--- src/rtl/elapsed_timer_if.sv ---
// Elapsed-timer control/status bundle.
// Signals:
//   tick, start, stop, clear        one-cycle strobes into the timer
//   target_m_tens/m_units/s_tens/s_units   BCD target (mm:ss)
//   m_tens/m_units/s_tens/s_units   registered elapsed-time BCD digits
//   running                         high while the timer is in RUN
//   done                            one-cycle pulse when the target is reached
//   target_error                    one-cycle pulse when start sees an invalid target
// Modports: master drives the strobes and target, slave is the timer.
interface elapsed_timer_if;
    logic       tick;
    logic       start;
    logic       stop;
    logic       clear;
    logic [2:0] target_m_tens;
    logic [3:0] target_m_units;
    logic [2:0] target_s_tens;
    logic [3:0] target_s_units;
    logic [2:0] m_tens;
    logic [3:0] m_units;
    logic [2:0] s_tens;
    logic [3:0] s_units;
    logic       running;
    logic       done;
    logic       target_error;

    modport master (
        output tick, start, stop, clear,
        output target_m_tens, target_m_units, target_s_tens, target_s_units,
        input  m_tens, m_units, s_tens, s_units,
        input  running, done, target_error
    );

    modport slave (
        input  tick, start, stop, clear,
        input  target_m_tens, target_m_units, target_s_tens, target_s_units,
        output m_tens, m_units, s_tens, s_units,
        output running, done, target_error
    );
endinterface

--- src/rtl/elapsed_timer.sv ---
// Elapsed-time counter (mm:ss, BCD) that counts 1 Hz ticks up to a latched target.
// Ports:
//   clock  rising-edge system clock
//   reset  synchronous, active-high reset
//   bus    elapsed_timer_if.slave (strobes, target in; digits, running, done, target_error out)
//
// state | meaning
// IDLE  | count zeroed or cleared, waiting for start
// RUN   | counting ticks toward the latched target
// PAUSE | count held after stop, start resumes with the same target
// DONE  | count holds at the target, start restarts with a new target
module elapsed_timer (
    input  logic                clock,
    input  logic                reset,
    elapsed_timer_if.slave      bus
);

    typedef enum logic [1:0] {IDLE, RUN, PAUSE, DONE} state_t;

    state_t     state_q, state_d;
    logic [2:0] mt_q, mt_d;
    logic [3:0] mu_q, mu_d;
    logic [2:0] st_q, st_d;
    logic [3:0] su_q, su_d;
    logic [2:0] tmt_q, tmt_d;
    logic [3:0] tmu_q, tmu_d;
    logic [2:0] tst_q, tst_d;
    logic [3:0] tsu_q, tsu_d;
    logic       done_q, done_d;
    logic       err_q, err_d;

    logic       tgt_valid;
    logic       tgt_zero;
    logic [2:0] mt_inc;
    logic [3:0] mu_inc;
    logic [2:0] st_inc;
    logic [3:0] su_inc;
    logic       c_su, c_st, c_mu;
    logic       inc_hits;

    // Target validation looks at the live inputs since it only matters on start.
    assign tgt_valid = (bus.target_m_tens  <= 3'd5) && (bus.target_m_units <= 4'd9) &&
                       (bus.target_s_tens  <= 3'd5) && (bus.target_s_units <= 4'd9);
    assign tgt_zero  = (bus.target_m_tens  == 3'd0) && (bus.target_m_units == 4'd0) &&
                       (bus.target_s_tens  == 3'd0) && (bus.target_s_units == 4'd0);

    // One-second BCD increment with cascaded carries; 59:59 wraps to 00:00.
    always_comb begin
        c_su   = (su_q >= 4'd9);
        su_inc = c_su ? 4'd0 : su_q + 4'd1;
        c_st   = c_su && (st_q >= 3'd5);
        st_inc = c_su ? (c_st ? 3'd0 : st_q + 3'd1) : st_q;
        c_mu   = c_st && (mu_q >= 4'd9);
        mu_inc = c_st ? (c_mu ? 4'd0 : mu_q + 4'd1) : mu_q;
        mt_inc = c_mu ? ((mt_q >= 3'd5) ? 3'd0 : mt_q + 3'd1) : mt_q;
    end

    assign inc_hits = (mt_inc == tmt_q) && (mu_inc == tmu_q) &&
                      (st_inc == tst_q) && (su_inc == tsu_q);

    always_ff @(posedge clock) begin
        if (reset) begin
            state_q <= IDLE;
            mt_q    <= '0;
            mu_q    <= '0;
            st_q    <= '0;
            su_q    <= '0;
            tmt_q   <= '0;
            tmu_q   <= '0;
            tst_q   <= '0;
            tsu_q   <= '0;
            done_q  <= 1'b0;
            err_q   <= 1'b0;
        end else begin
            state_q <= state_d;
            mt_q    <= mt_d;
            mu_q    <= mu_d;
            st_q    <= st_d;
            su_q    <= su_d;
            tmt_q   <= tmt_d;
            tmu_q   <= tmu_d;
            tst_q   <= tst_d;
            tsu_q   <= tsu_d;
            done_q  <= done_d;
            err_q   <= err_d;
        end
    end

    // Priority clear > stop > start > tick. Any higher-priority strobe in the
    // same cycle swallows the tick, and ticks outside RUN are simply dropped.
    always_comb begin
        state_d = state_q;
        mt_d    = mt_q;
        mu_d    = mu_q;
        st_d    = st_q;
        su_d    = su_q;
        tmt_d   = tmt_q;
        tmu_d   = tmu_q;
        tst_d   = tst_q;
        tsu_d   = tsu_q;
        done_d  = 1'b0;
        err_d   = 1'b0;

        if (bus.clear) begin
            state_d = IDLE;
            mt_d    = '0;
            mu_d    = '0;
            st_d    = '0;
            su_d    = '0;
        end else if (bus.stop) begin
            if (state_q == RUN)
                state_d = PAUSE;
        end else if (bus.start) begin
            case (state_q)
                IDLE, DONE: begin
                    if (!tgt_valid) begin
                        err_d = 1'b1;
                    end else begin
                        tmt_d = bus.target_m_tens;
                        tmu_d = bus.target_m_units;
                        tst_d = bus.target_s_tens;
                        tsu_d = bus.target_s_units;
                        mt_d  = '0;
                        mu_d  = '0;
                        st_d  = '0;
                        su_d  = '0;
                        if (tgt_zero) begin
                            state_d = DONE;
                            done_d  = 1'b1;
                        end else begin
                            state_d = RUN;
                        end
                    end
                end
                PAUSE:   state_d = RUN;
                default: ;
            endcase
        end else if (bus.tick && (state_q == RUN)) begin
            mt_d = mt_inc;
            mu_d = mu_inc;
            st_d = st_inc;
            su_d = su_inc;
            if (inc_hits) begin
                state_d = DONE;
                done_d  = 1'b1;
            end
        end
    end

    assign bus.m_tens       = mt_q;
    assign bus.m_units      = mu_q;
    assign bus.s_tens       = st_q;
    assign bus.s_units      = su_q;
    assign bus.running      = (state_q == RUN);
    assign bus.done         = done_q;
    assign bus.target_error = err_q;

endmodule

--- src/flat_wrapper.sv ---
// flat-port wrapper written by rule: the top's interface ports become plain ports
module elapsed_timer_flat 
  (clock, reset, bus_tick, bus_start, bus_stop, bus_clear, bus_target_m_tens, bus_target_m_units, bus_target_s_tens, bus_target_s_units, bus_m_tens, bus_m_units, bus_s_tens, bus_s_units, bus_running, bus_done, bus_target_error);
  elapsed_timer_if bus_i ();
  input  logic clock;
  input  logic reset;
  input wire logic [$bits(bus_i.tick)-1:0] bus_tick;
  input wire logic [$bits(bus_i.start)-1:0] bus_start;
  input wire logic [$bits(bus_i.stop)-1:0] bus_stop;
  input wire logic [$bits(bus_i.clear)-1:0] bus_clear;
  input wire logic [$bits(bus_i.target_m_tens)-1:0] bus_target_m_tens;
  input wire logic [$bits(bus_i.target_m_units)-1:0] bus_target_m_units;
  input wire logic [$bits(bus_i.target_s_tens)-1:0] bus_target_s_tens;
  input wire logic [$bits(bus_i.target_s_units)-1:0] bus_target_s_units;
  output wire logic [$bits(bus_i.m_tens)-1:0] bus_m_tens;
  output wire logic [$bits(bus_i.m_units)-1:0] bus_m_units;
  output wire logic [$bits(bus_i.s_tens)-1:0] bus_s_tens;
  output wire logic [$bits(bus_i.s_units)-1:0] bus_s_units;
  output wire logic [$bits(bus_i.running)-1:0] bus_running;
  output wire logic [$bits(bus_i.done)-1:0] bus_done;
  output wire logic [$bits(bus_i.target_error)-1:0] bus_target_error;
  assign bus_i.tick = bus_tick;
  assign bus_i.start = bus_start;
  assign bus_i.stop = bus_stop;
  assign bus_i.clear = bus_clear;
  assign bus_i.target_m_tens = bus_target_m_tens;
  assign bus_i.target_m_units = bus_target_m_units;
  assign bus_i.target_s_tens = bus_target_s_tens;
  assign bus_i.target_s_units = bus_target_s_units;
  assign bus_m_tens = bus_i.m_tens;
  assign bus_m_units = bus_i.m_units;
  assign bus_s_tens = bus_i.s_tens;
  assign bus_s_units = bus_i.s_units;
  assign bus_running = bus_i.running;
  assign bus_done = bus_i.done;
  assign bus_target_error = bus_i.target_error;
  elapsed_timer u_core (.clock(clock), .reset(reset), .bus(bus_i));
endmodule
--- config.mk ---
export PLATFORM = sky130hd
export DESIGN_NAME = elapsed_timer_flat
export DESIGN_NICKNAME = d
export VERILOG_FILES = /design/src/rtl/elapsed_timer_if.sv /design/src/rtl/elapsed_timer.sv /design/src/flat_wrapper.sv
export SDC_FILE = /design/constraint.sdc
export NUM_CORES = 1
export LEC_CHECK = 0
export ABC_AREA = 1
export CORE_MARGIN = 2
export CORE_UTILIZATION = 53
export DETAILED_ROUTE_END_ITERATION = 8
export HOLD_SLACK_MARGIN = 0.05
export PLACE_DENSITY = 0.8
export REMOVE_ABC_BUFFERS = 1
export SYNTH_ARGS = -nofsm -noshare
export SYNTH_HDL_FRONTEND = slang
export SYNTH_SLANG_ARGS = --single-unit
--- constraint.sdc ---
create_clock -name clock -period 2.5 [get_ports clock]
set_input_delay 0.625 -clock clock [delete_from_list [all_inputs] [get_ports clock]]
set_output_delay 0.625 -clock clock [all_outputs]
set_load 0.01 [all_outputs]
==> summary.txt, run 1 <==
WHS - 0.474 ns
share of layout cells above drive strength 1 - 8.03%
Die W - 68.6 um
Peak VDD IR - 0.257 mV
Placed Instances - 428
TritonCTS clock tree - done
# diodes - 0
fin crit share - 89.9%
Bufs on Longest Clock Path - 2
dpl ws - 0.152 ns
Post-CTS Setup Bufs - 0
FF-to-FF Start - u_core.bus.s_units[0]$_SDFFE_PP0P_
# fillers - 355
Overflow after GRT - 0
nets - 418
Post-Synthesis Cells - 342
Yosys warnings - 0
drt wl/cell - 12.4 um
Port Buffer Count - 36
synth top area cells - dfxtp_1 (29%), nand2_1 (15%), nand3_1 (8.4%), inv_1 (7.8%), ha_1 (7.4%)
LEAKAGE - 1.24 nW
startpoint types - register
Vias - 2276
slowest cell delay on critical path - 0.39 ns
max_slew headroom - 77.2%
clock-pin slew on the worst setup and hold paths - 0.07 ns
final setup margin - 0.253 ns
TritonCTS Buffers - 5
Cell variety after synth - 26
largest net degree at the start of global routing - 21
worst skew pair latency - 0.28 ns
first-pass GRT wire length - 8830 um
CP Data Required Time - 2.68 ns
status - complete, no violations
H-tree levels - 2
Avg Inst Size Synth - 6.46 um^2
max cap viols - 0
hold path start - u_core.tsu_q[1]$_SDFFE_PP0P_
register area share after synthesis - 29.0%
RD Place Congestion - 0.919
FP Rows - 23
RSZ-0062 raised after global routing - no
DP HPWL - 4120 um
fmax - 445 MHz
final WL - 5420 um
cell area after synthesis - 2210 um^2
Max Slew Vio Count - 0
most common cell after layout, fill and taps aside - nand2_1
Synth area leader - dfxtp_1
power density over the cells - 386 nW/um^2
Crit. End Element - register
Total Routing Usage GR - 25.1%
via/cell ratio - 5.22
Die Ht - 68.6 um
final cell count without fillers - 436
Crit Reg-Reg Endpoint - u_core.state_q[1]$_SDFFE_PP0P_
critical-path cell list - inv_1, ha_1, nand2_2, nand2_4, nor2_8, nand2_1, nand3b_1, nand2_1, nor2_1, nand2_1, nor2_1, nand2_1, nand2_2, nand3_1, nand2_1, nor2_1
cell depth of the worst flop-to-flop path - 16
Initial Util - 55.2%
CP Class - reg2reg
Hold Crit Depth - 2
Setup violations, final - 0
most used cell, CP - nand2_1
drt first pass iters - 4
Final Skew - 0.00583 ns
DRC viols - 0
clock sinks - 32
vias in the first global route - 2069
Post-DRT Antenna Nets - 0
most frequent cells in the layout - nand2_1 (89), inv_1 (46), nand3_1 (37)
total die area - 4700 um^2
Ports - 37
initial antenna violation count - 0
Hold Fails Final Rpt - 0
Root Driver - clkbuf_8
Core Box Area - 4000 um^2
Area growth, synth to finish - 24.3%
crit-path max FO - 13
share of the synthesized area in the top cell type - 29.0%
DR iter-0 viols - 181
worst hold path class - reg2reg
Worst EP arrival - 2.43 ns
Worst Hold End - u_core.tsu_q[1]$_SDFFE_PP0P_
Min Clock Period, post-route - 2.25 ns
setup TNS - 0 ns
register-to-register setup slack - 0.25 ns
Slowest-stage cell, CP - dfxtp_2
Yosys reg bits - 32
Worst-Margin Slew - 0.342 ns
==> flip-flops by register name, indices dropped and copies added, names as in the netlist <==
name                     flops
u_core.bus.done              1
u_core.bus.m_tens            3
u_core.bus.m_units           4
u_core.bus.s_tens            3
u_core.bus.s_units           4
u_core.bus.target_error      1
u_core.state_q               2
u_core.tmt_q                 3
u_core.tmu_q                 4
u_core.tst_q                 3
u_core.tsu_q                 4
==> per-layer routing <==
layer / global-route usage [%] / vias to the layer above / wire, um
li1: - / 1195 / -
met1: 32.7 / 1014 / 2580
met2: 41.0 / 59 / 2490
met3: 5.36 / 8 / 280
met4: 8.25 / 0 / 70
met5: 0 / - / 0
==> cell families after synthesis <==
kind of cell | synth area share, %
simple gates | 39.1
compound gates | 14.3
buf+inv | 9.51
flops | 29.0
fa+ha+maj | 7.36
xor+xnor | 0.793
==> through the flow <==
stage / instance area (um^2) / util [%] / power (mW)
finish: 2750 / 68.7 / 1.06
global route: 2750 / 68.7 / 1.10
CTS: 2740 / 68.4 / 1.07
detailed placement: 2650 / 66.2 / 0.646
global placement: 2650 / 66.2 / 0.645
floorplan: 2170 / - / 0.587
==> cell usage after synthesis (all sizes together) <==
cell    count
nand2      98
inv        46
nand3      38
a21oi      34
dfxtp      32
nor2       30
o21ai      23
ha         13
clkbuf      6
nand4       6
nand3b      5
nor3        5
xor2        2
buf         1
nor4        1
o31ai       1
or4         1
==> report_power, final <==
part           leakage, nW  switching, mW  internal [mW]
Combinational        0.933         0.0601         0.0545
Clock               0.0455          0.199          0.225
Sequential           0.259        0.00457          0.517
==> worst max-delay path: cells and delay by family (launching register included) <==
kind	cells	cell delay (ns)
simple gates	14	1.38
fa+ha+maj	1	0.27
flops	1	0.39
buf+inv	1	0.12
==> final cells by class <==
class                           instances  area, um^2  area share (%)
Multi-Input combinational cell        257        1370            49.7
Timing Repair Buffer                   43         413            15.0
Clock buffer                            8        90.1            3.28
Tap cell                               50        62.6            2.28
Sequential cell                        32         642            23.4
Inverter                               46         173            6.29
==> worst max path at each step <==
stage,start,end,slack (ns),cells after the start
after global placement,u_core.bus.s_units[0]$_SDFFE_PP0P_,u_core.state_q[1]$_SDFFE_PP0P_,0.22,16
after floorplan,u_core.bus.s_units[0]$_SDFFE_PP0P_,u_core.state_q[1]$_SDFFE_PP0P_,0.46,16
after detailed placement,bus_target_s_units[1],u_core.tst_q[0]$_SDFFE_PP0P_,0.15,8
after CTS,u_core.bus.s_units[0]$_SDFFE_PP0P_,u_core.state_q[1]$_SDFFE_PP0P_,0.18,16
final,u_core.bus.s_units[0]$_SDFFE_PP0P_,u_core.state_q[1]$_SDFFE_PP0P_,0.25,16
after global routing,u_core.bus.s_units[0]$_SDFFE_PP0P_,u_core.state_q[1]$_SDFFE_PP0P_,0.02,17
==> timing repair <==
action	4_1_cts	5_1_grt
setup endpoints to repair	0	2
resized for setup	0	2
hold buffers	0	0
Note: power is estimated with default switching activity, not from simulation.
==> inputs of run 2 (changes only) <==
--- a/config.mk
+++ b/config.mk
@@ -12,6 +12,7 @@
 export HOLD_SLACK_MARGIN = 0.05
 export PLACE_DENSITY = 0.8
 export REMOVE_ABC_BUFFERS = 1
+export SLEW_MARGIN = 20
 export SYNTH_ARGS = -nofsm -noshare
 export SYNTH_HDL_FRONTEND = slang
 export SYNTH_SLANG_ARGS = --single-unit
==> results of run 2 <==
No change in the layout: final DEF, timing and power equal those of run 1.
==> inputs of run 3 (changes only) <==
--- a/config.mk
+++ b/config.mk
@@ -10,7 +10,7 @@
 export CORE_UTILIZATION = 53
 export DETAILED_ROUTE_END_ITERATION = 8
 export HOLD_SLACK_MARGIN = 0.05
-export PLACE_DENSITY = 0.8
+export PLACE_DENSITY = 0.88
 export REMOVE_ABC_BUFFERS = 1
 export SLEW_MARGIN = 20
 export SYNTH_ARGS = -nofsm -noshare
==> run 3 against run 2 <==
- sequential share of layout area hardly changed
- via count is 1.7% higher
- die area stayed put
- global-route usage is 0.21 points higher
- routed wire length is 2.2% higher
- non-clock buffer count is 1 lower
- sequential cell count stayed put
- clock power hardly changed
- cell area hardly changed
- count of clock-buffer cells in the layout stayed put
- hold slack better by 0.0077 ns
- critical path depth stayed put
==> summary.txt, run 3 (synthesis gave the netlist of run 1 again) <==
CP startpoint - u_core.bus.s_units[0]$_SDFFE_PP0P_
Root Driver - clkbuf_8
Hold Fails Final Rpt - 0 (unchanged)
total die area - 4700 um^2 (unchanged)
# diodes - 0 (unchanged)
clock power share - 39.8% (-0.2 points)
dpl ws - 0.128 ns (-0.0233 ns)
TritonCTS clock tree - done
Final Skew - 0.00290 ns (-0.00293 ns)
Peak VDD IR - 0.307 mV (+20%)
status - complete, no violations
Initial Util - 55.2% (unchanged)
Port Buffer Count - 36 (unchanged)
DR iter-0 viols - 169 (-6.6%)
Crit. End Element - register
drt first pass iters - 4 (unchanged)
Bufs on Longest Clock Path - 2 (unchanged)
Post-DRT Antenna Nets - 0 (unchanged)
initial antenna violation count - 0 (unchanged)
Logic pwr share - 10.9% (about the same)
Max Slew Vio Count - 0 (unchanged)
Vias - 2315 (+1.7%)
drt wl/cell - 12.7 um (+2.5%)
RD Place Congestion - 0.876 (-4.7%)
Total Routing Usage GR - 25.3% (+0.21 points)
clock sinks - 32 (unchanged)
max cap viols - 0 (unchanged)
share of layout cells above drive strength 1 - 7.79% (-0.24 points)
Die Ht - 68.6 um (unchanged)
LEAKAGE - 1.24 nW (+0.17%)
startpoint types - register
nets - 417 (-0.24%)
power density over the cells - 386 nW/um^2 (+0.15%)
sw frac - 24.8% (about the same)
Worst EP arrival - 2.50 ns (+0.07 ns)
Area growth, synth to finish - 24.2% (about the same)
Ports - 37 (unchanged)
FF-to-FF Start - u_core.bus.s_units[0]$_SDFFE_PP0P_
final setup margin - 0.180 ns (-0.0722 ns)
max_slew headroom - 65.9% (-11 points)
Core Box Area - 4000 um^2 (unchanged)
worst skew pair latency - 0.29 ns (about the same)
CP Class - reg2reg
RSZ-0062 raised after global routing - no
via/cell ratio - 5.32 (+1.9%)
fmax - 431 MHz (-3.1%)
final WL - 5540 um (+2.2%)
internal cell power - 0.797 mW (about the same)
# fillers - 363 (+2.3%)
TritonCTS Buffers - 5 (unchanged)
worst hold path class - reg2reg
met1 WL - 2470 um (-4.2%)
worst setup path endpoint - u_core.state_q[1]$_SDFFE_PP0P_
largest net degree at the start of global routing - 26 (+24%)
Min Clock Period, post-route - 2.32 ns (+0.0722 ns)
Post-CTS Setup Bufs - 0 (unchanged)
register-to-register setup slack - 0.18 ns (-0.07 ns)
Flop pwr share - 49.2% (about the same)
net switching power figure - 0.263 mW (about the same)
cell depth of the worst flop-to-flop path - 16 (unchanged)
fin crit share - 92.8% (+2.9 points)
Die W - 68.6 um (unchanged)
first-pass GRT wire length - 8800 um (-0.24%)
most frequent cells in the layout - nand2_1 (89), inv_1 (46), nand3_1 (37)
setup TNS - 0 ns (unchanged)
number of gates resized after cts - 0 (unchanged)
Setup violations, final - 0 (unchanged)
DRC viols - 0 (unchanged)
Reg area - 642 um^2 (unchanged)
CP Data Required Time - 2.68 ns (about the same)
crit-path max FO - 13 (unchanged)
FP Rows - 23 (unchanged)
H-tree levels - 2 (unchanged)
uppermost layer routed - met4
Crit Reg-Reg Endpoint - u_core.state_q[1]$_SDFFE_PP0P_
clock-pin slew on the worst setup and hold paths - 0.07 ns (about the same)
routed wl met3 - 321 um (+15%)
met2 wire length - 2680 um (+7.7%)
Overflow after GRT - 0 (unchanged)
hold buffer count at CTS - 0 (unchanged)
vias in the first global route - 2076 (+0.34%)
Worst-Margin Slew - 0.511 ns (+0.169 ns)
most common cell after layout, fill and taps aside - nand2_1
DP HPWL - 4250 um (+3.4%)
Multi-input gate area - 1360 um^2 (-0.55%)
## run 3: worst min-delay path by stage
stage / start / end / cells after the start
after floorplan: u_core.tsu_q[1]$_SDFFE_PP0P_ / u_core.tsu_q[1]$_SDFFE_PP0P_ / 2
after global placement: u_core.tmt_q[0]$_SDFFE_PP0P_ / u_core.tmt_q[0]$_SDFFE_PP0P_ / 2
after detailed placement: u_core.tmu_q[2]$_SDFFE_PP0P_ / u_core.tmu_q[2]$_SDFFE_PP0P_ / 2
after CTS: u_core.tmu_q[2]$_SDFFE_PP0P_ / u_core.tmu_q[2]$_SDFFE_PP0P_ / 2
after global routing: u_core.tst_q[0]$_SDFFE_PP0P_ / u_core.tst_q[0]$_SDFFE_PP0P_ / 2
final: u_core.tmu_q[2]$_SDFFE_PP0P_ / u_core.tmu_q[2]$_SDFFE_PP0P_ / 2
## run 3: stage by stage
| step | hold WS [ns] | power, mW | cell area (um^2) | util [%] | cells |
|---|---|---|---|---|---|
| CTS | 0.479 | 1.06 | 2740 | 68.6 | 435 |
| global route | 0.510 | 1.10 | 2740 | 68.6 | 435 |
| detailed placement | 0.469 | 0.647 | 2650 | 66.3 | 427 |
| finish | 0.482 | 1.06 | 2740 | 68.6 | 435 |
| floorplan | 0.441 | 0.587 | 2170 | - | 335 |
| global placement | 0.455 | 0.645 | 2650 | 66.3 | 427 |
## run 3: layout make-up
type / count / share of cell area, %
clock buffers: 8 / 3.28
inverters: 46 / 6.29
multi-input cells: 257 / 49.5
flip-flops and latches: 32 / 23.4
well taps: 50 / 2.28
repair buffers: 42 / 15.2
## run 3: metal layers
metal	GRT usage (%)	vias to the layer above
met5	0	-
met4	10.5	0
met3	5.68	8
met2	43.9	69
met1	29.8	1046
li1	-	1192
## run 3: power by group through the flow
stage	combinational, mW	sequential (mW)	clock (mW)
after global placement	0.112	0.533	0
after global routing	0.129	0.522	0.451
after CTS	0.115	0.521	0.426
final	0.116	0.522	0.422
after floorplan	0.0545	0.532	0
after detailed placement	0.114	0.533	0
## run 3: critical path, cell delays in order (launching register included)
cell     delay [ns]
dfxtp_2        0.40
inv_1          0.13
ha_1           0.27
nand2_2        0.11
nand2_4        0.14
nor2_8         0.21
nand3_1        0.16
nand2_1        0.11
nand2_1        0.07
nand2_1        0.08
nand3_1        0.07
nor2_1         0.10
nand2_1        0.09
nand2_2        0.09
nand3_1        0.07
nand2_1        0.07
nor2_1         0.03
==> RTL edit (settings of run 3) <==
Make the reset (`reset`) asynchronous in one clocked block. Comments in the files are not updated.
--- a/src/rtl/elapsed_timer.sv
+++ b/src/rtl/elapsed_timer.sv
@@ -60,3 +60,3 @@
 
-    always_ff @(posedge clock) begin
+    always_ff @(posedge clock or posedge reset) begin
         if (reset) begin
Function: differs if reset is asserted again (counterexample within 4 cycles, from zero or initial values and one cycle with reset high); with reset held inactive, the same outputs for 4 cycles.
==> RTL edit against run 3 <==
  * Sequential share of layout area is 5.4 points higher
  * Clock skew up 0.0021 ns
  * Routed wire length shrank 6.1%
  * Utilization up 0.44 points
  * Worst hold slack better by 0.022 ns
  * Worst setup slack gained 0.044 ns
  * Sequential cell count unchanged
  * Final area up 1.4%
  * Die area increased by 0.42%
  * Synthesized area grew 0.45%
Power is not compared: it rests on default switching activity, and its combinational part moved more than twofold at a synthesized area within 25%.
==> RTL edit: results (changes against run 3) <==
- Layout cells sized above 1: 0.0964 (was 0.0779)
- WP data arrival: 2.46 ns (was 2.50 ns)
- Met1 Resource Use GR: 0.314 (was 0.298)
- Leakage power: ~1.4 nW
- Gr usage total: 0.249 (was 0.253)
- Worst-skew pair later-pin latency: 0.29 ns (about the same)
- Drt pass-1 iters: 4 (unchanged)
- WL met1: 2.35 mm (was 2.47 mm)
- Root buf cell: clkbuf_8 (unchanged)
- Most frequent cells after synthesis: nand2_1 (84), inv_1 (54), dfrtp_1 (32) (was nand2_1 (89), inv_1 (46), nand3_1 (37))
- CP Max Fanout: 9 (was 13)
- Top Metal Used: met4 (unchanged)
- Internal reg-to-reg setup slack: 0.22 ns (was 0.18 ns)
- CTS max path bufs: 2 (unchanged)
- Status: finished, final reports clean (unchanged)
- Synth cell types: 31 (was 26)
- IO Port Bufs: 36 (unchanged)
- DR WL met3: 249 um (was 321 um)
- Vias/cell: 5.25 (was 5.32)
- Grt met3 use: 0.0536 (was 0.0568)
- Hold WC Path Type: reg -> reg (unchanged)
- Antenna violations before repair: 0 (unchanged)
- Worst r2r dst: u_core.state_q[1]$_DFFE_PP0P_ (was u_core.state_q[1]$_SDFFE_PP0P_)
- Top_reg_cell synth: dfrtp_1 (was dfxtp_1)
- R2R depth: 16 (unchanged)
- Detailed placement HPWL: 4.02 mm (was 4.25 mm)
- Top cells by area, synth: dfrtp_1 (36%), nand2_1 (14%), inv_1 (9.1%), ha_1 (6.8%), nand3_1 (6.8%) (was dfxtp_1 (29%), nand2_1 (15%), nand3_1 (8.4%), inv_1 (7.8%), ha_1 (7.4%))
- Antenna Cells: 0 (unchanged)
- First-pass GRT wire length: 8.65 mm (was 8.80 mm)
- Starting DRT DRC Count: 129 (was 169)
- Post-synthesis sequential area ratio: 0.361 (was 0.290)
- Async SR Flop Fraction: 1.00 (was 0)
- Hold EP: u_core.state_q[0]$_DFFE_PP0P_ (was u_core.tmu_q[2]$_SDFFE_PP0P_)
- Vias in the first global route: 2053 (was 2076)
- Max-slew headroom: 0.720 (was 0.659)
- Placer Congestion: 0.893 (was 0.876)
- Pin count of the biggest net entering global routing: 33 (was 26)
- Peak VDD IR: 0.000372 V
- R2r startpoint: u_core.bus.s_units[0]$_DFFE_PP0P_ (was u_core.bus.s_units[0]$_SDFFE_PP0P_)
- Grt met2 use: 0.417 (was 0.439)
- Final nets: 394 (was 417)
- Hold Crit Depth: 2 (unchanged)
- Hold Path Origin: u_core.state_q[0]$_DFFE_PP0P_ (was u_core.tmu_q[2]$_SDFFE_PP0P_)
- WL final: 5.20 mm (was 5.54 mm)
- Met2 WL post-DR: 2.48 mm (was 2.68 mm)
- H-tree Lvls: 2 (unchanged)
- Synth warn: 0 (unchanged)
- Clock Skew: 0.00501 ns (was 0.00290 ns)
==> RTL edit: changes by cell type after synthesis, moves of 5 or more <==
cell,delta
nand2_2,+6
dfxtp_1,-32
dfrtp_1,+32
inv_1,+8
o22ai_1,+12
a21oi_1,-21
nor2_1,-13
nand2_1,-5
nand3_1,-7
==> RTL edit: logic make-up after synthesis <==
family          after synthesis  synth area share
simple gates                160             0.331
mux                           1           0.00507
fa+ha+maj                    12            0.0676
buf+inv                      61             0.109
flops                        32             0.361
compound gates               44             0.110
xor+xnor                      4            0.0158
==> RTL edit: worst max path at each step <==
stage	slack [ns]	end	depth (start not counted)	start
detailed placement	0.04	u_core.bus.s_units[2]$_DFFE_PP0P_	8	bus_target_m_units[1]
finish	0.22	u_core.state_q[1]$_DFFE_PP0P_	16	u_core.bus.s_units[0]$_DFFE_PP0P_
CTS	0.18	u_core.state_q[1]$_DFFE_PP0P_	17	u_core.bus.s_units[0]$_DFFE_PP0P_
global route	0.006	u_core.state_q[1]$_DFFE_PP0P_	17	u_core.bus.s_units[0]$_DFFE_PP0P_
global placement	0.15	u_core.state_q[1]$_DFFE_PP0P_	11	bus_target_m_units[1]
floorplan	0.43	u_core.tmu_q[2]$_DFFE_PP0P_	5	bus_clear
==> RTL edit: power breakdown <==
| group | internal [mW] | switching [mW] | leakage [nW] | total, mW |
|---|---|---|---|---|
| clock | 0.224 | 0.193 | 0.0455 | 0.417 |
| combinational | 0.176 | 0.230 | 0.965 | 0.407 |
| sequential | 0.608 | 0.0735 | 0.419 | 0.682 |
| total | 1.01 | 0.496 | 1.43 | 1.51 |
==> RTL edit: cell type report <==
cell class | count | area [um^2]
multi-input combinational | 221 | 1180
tap | 50 | 62.6
inverter | 57 | 219
clock buffer | 8 | 90.1
timing repair buffer | 45 | 428
fill | 339 | 1250
sequential | 32 | 801
==> RTL edit: critical path: stages, from the launching register on <==
cell	delay (ns)
dfrtp_1	0.44
inv_1	0.14
ha_1	0.17
nand3_2	0.17
nand2_4	0.17
buf_4	0.14
nand2_1	0.06
nand2_1	0.06
nand3_1	0.12
nor2_1	0.13
nand2_1	0.07
nor2_2	0.07
nand3_1	0.12
nand2_2	0.12
nand2_2	0.06
nand2_1	0.07
nand2_1	0.05
==> RTL edit: metrics by stage <==
step	hold slack, ns	setup slack [ns]	instance area (um^2)	power (mW)	cells
global route	0.562	0.00595	2780	1.61	413
global placement	0.487	0.146	2670	1.07	403
finish	0.504	0.225	2780	1.51	413
floorplan	0.466	0.434	2200	0.955	310
CTS	0.508	0.181	2760	1.50	411
detailed placement	0.489	0.0401	2670	1.09	403
==> RTL edit: repair_timing <==
item,CTS,global route
endpoints found under the hold margin,0,0
setup endpoints to repair,0,2
gates resized for setup,0,1
setup buffers,0,2
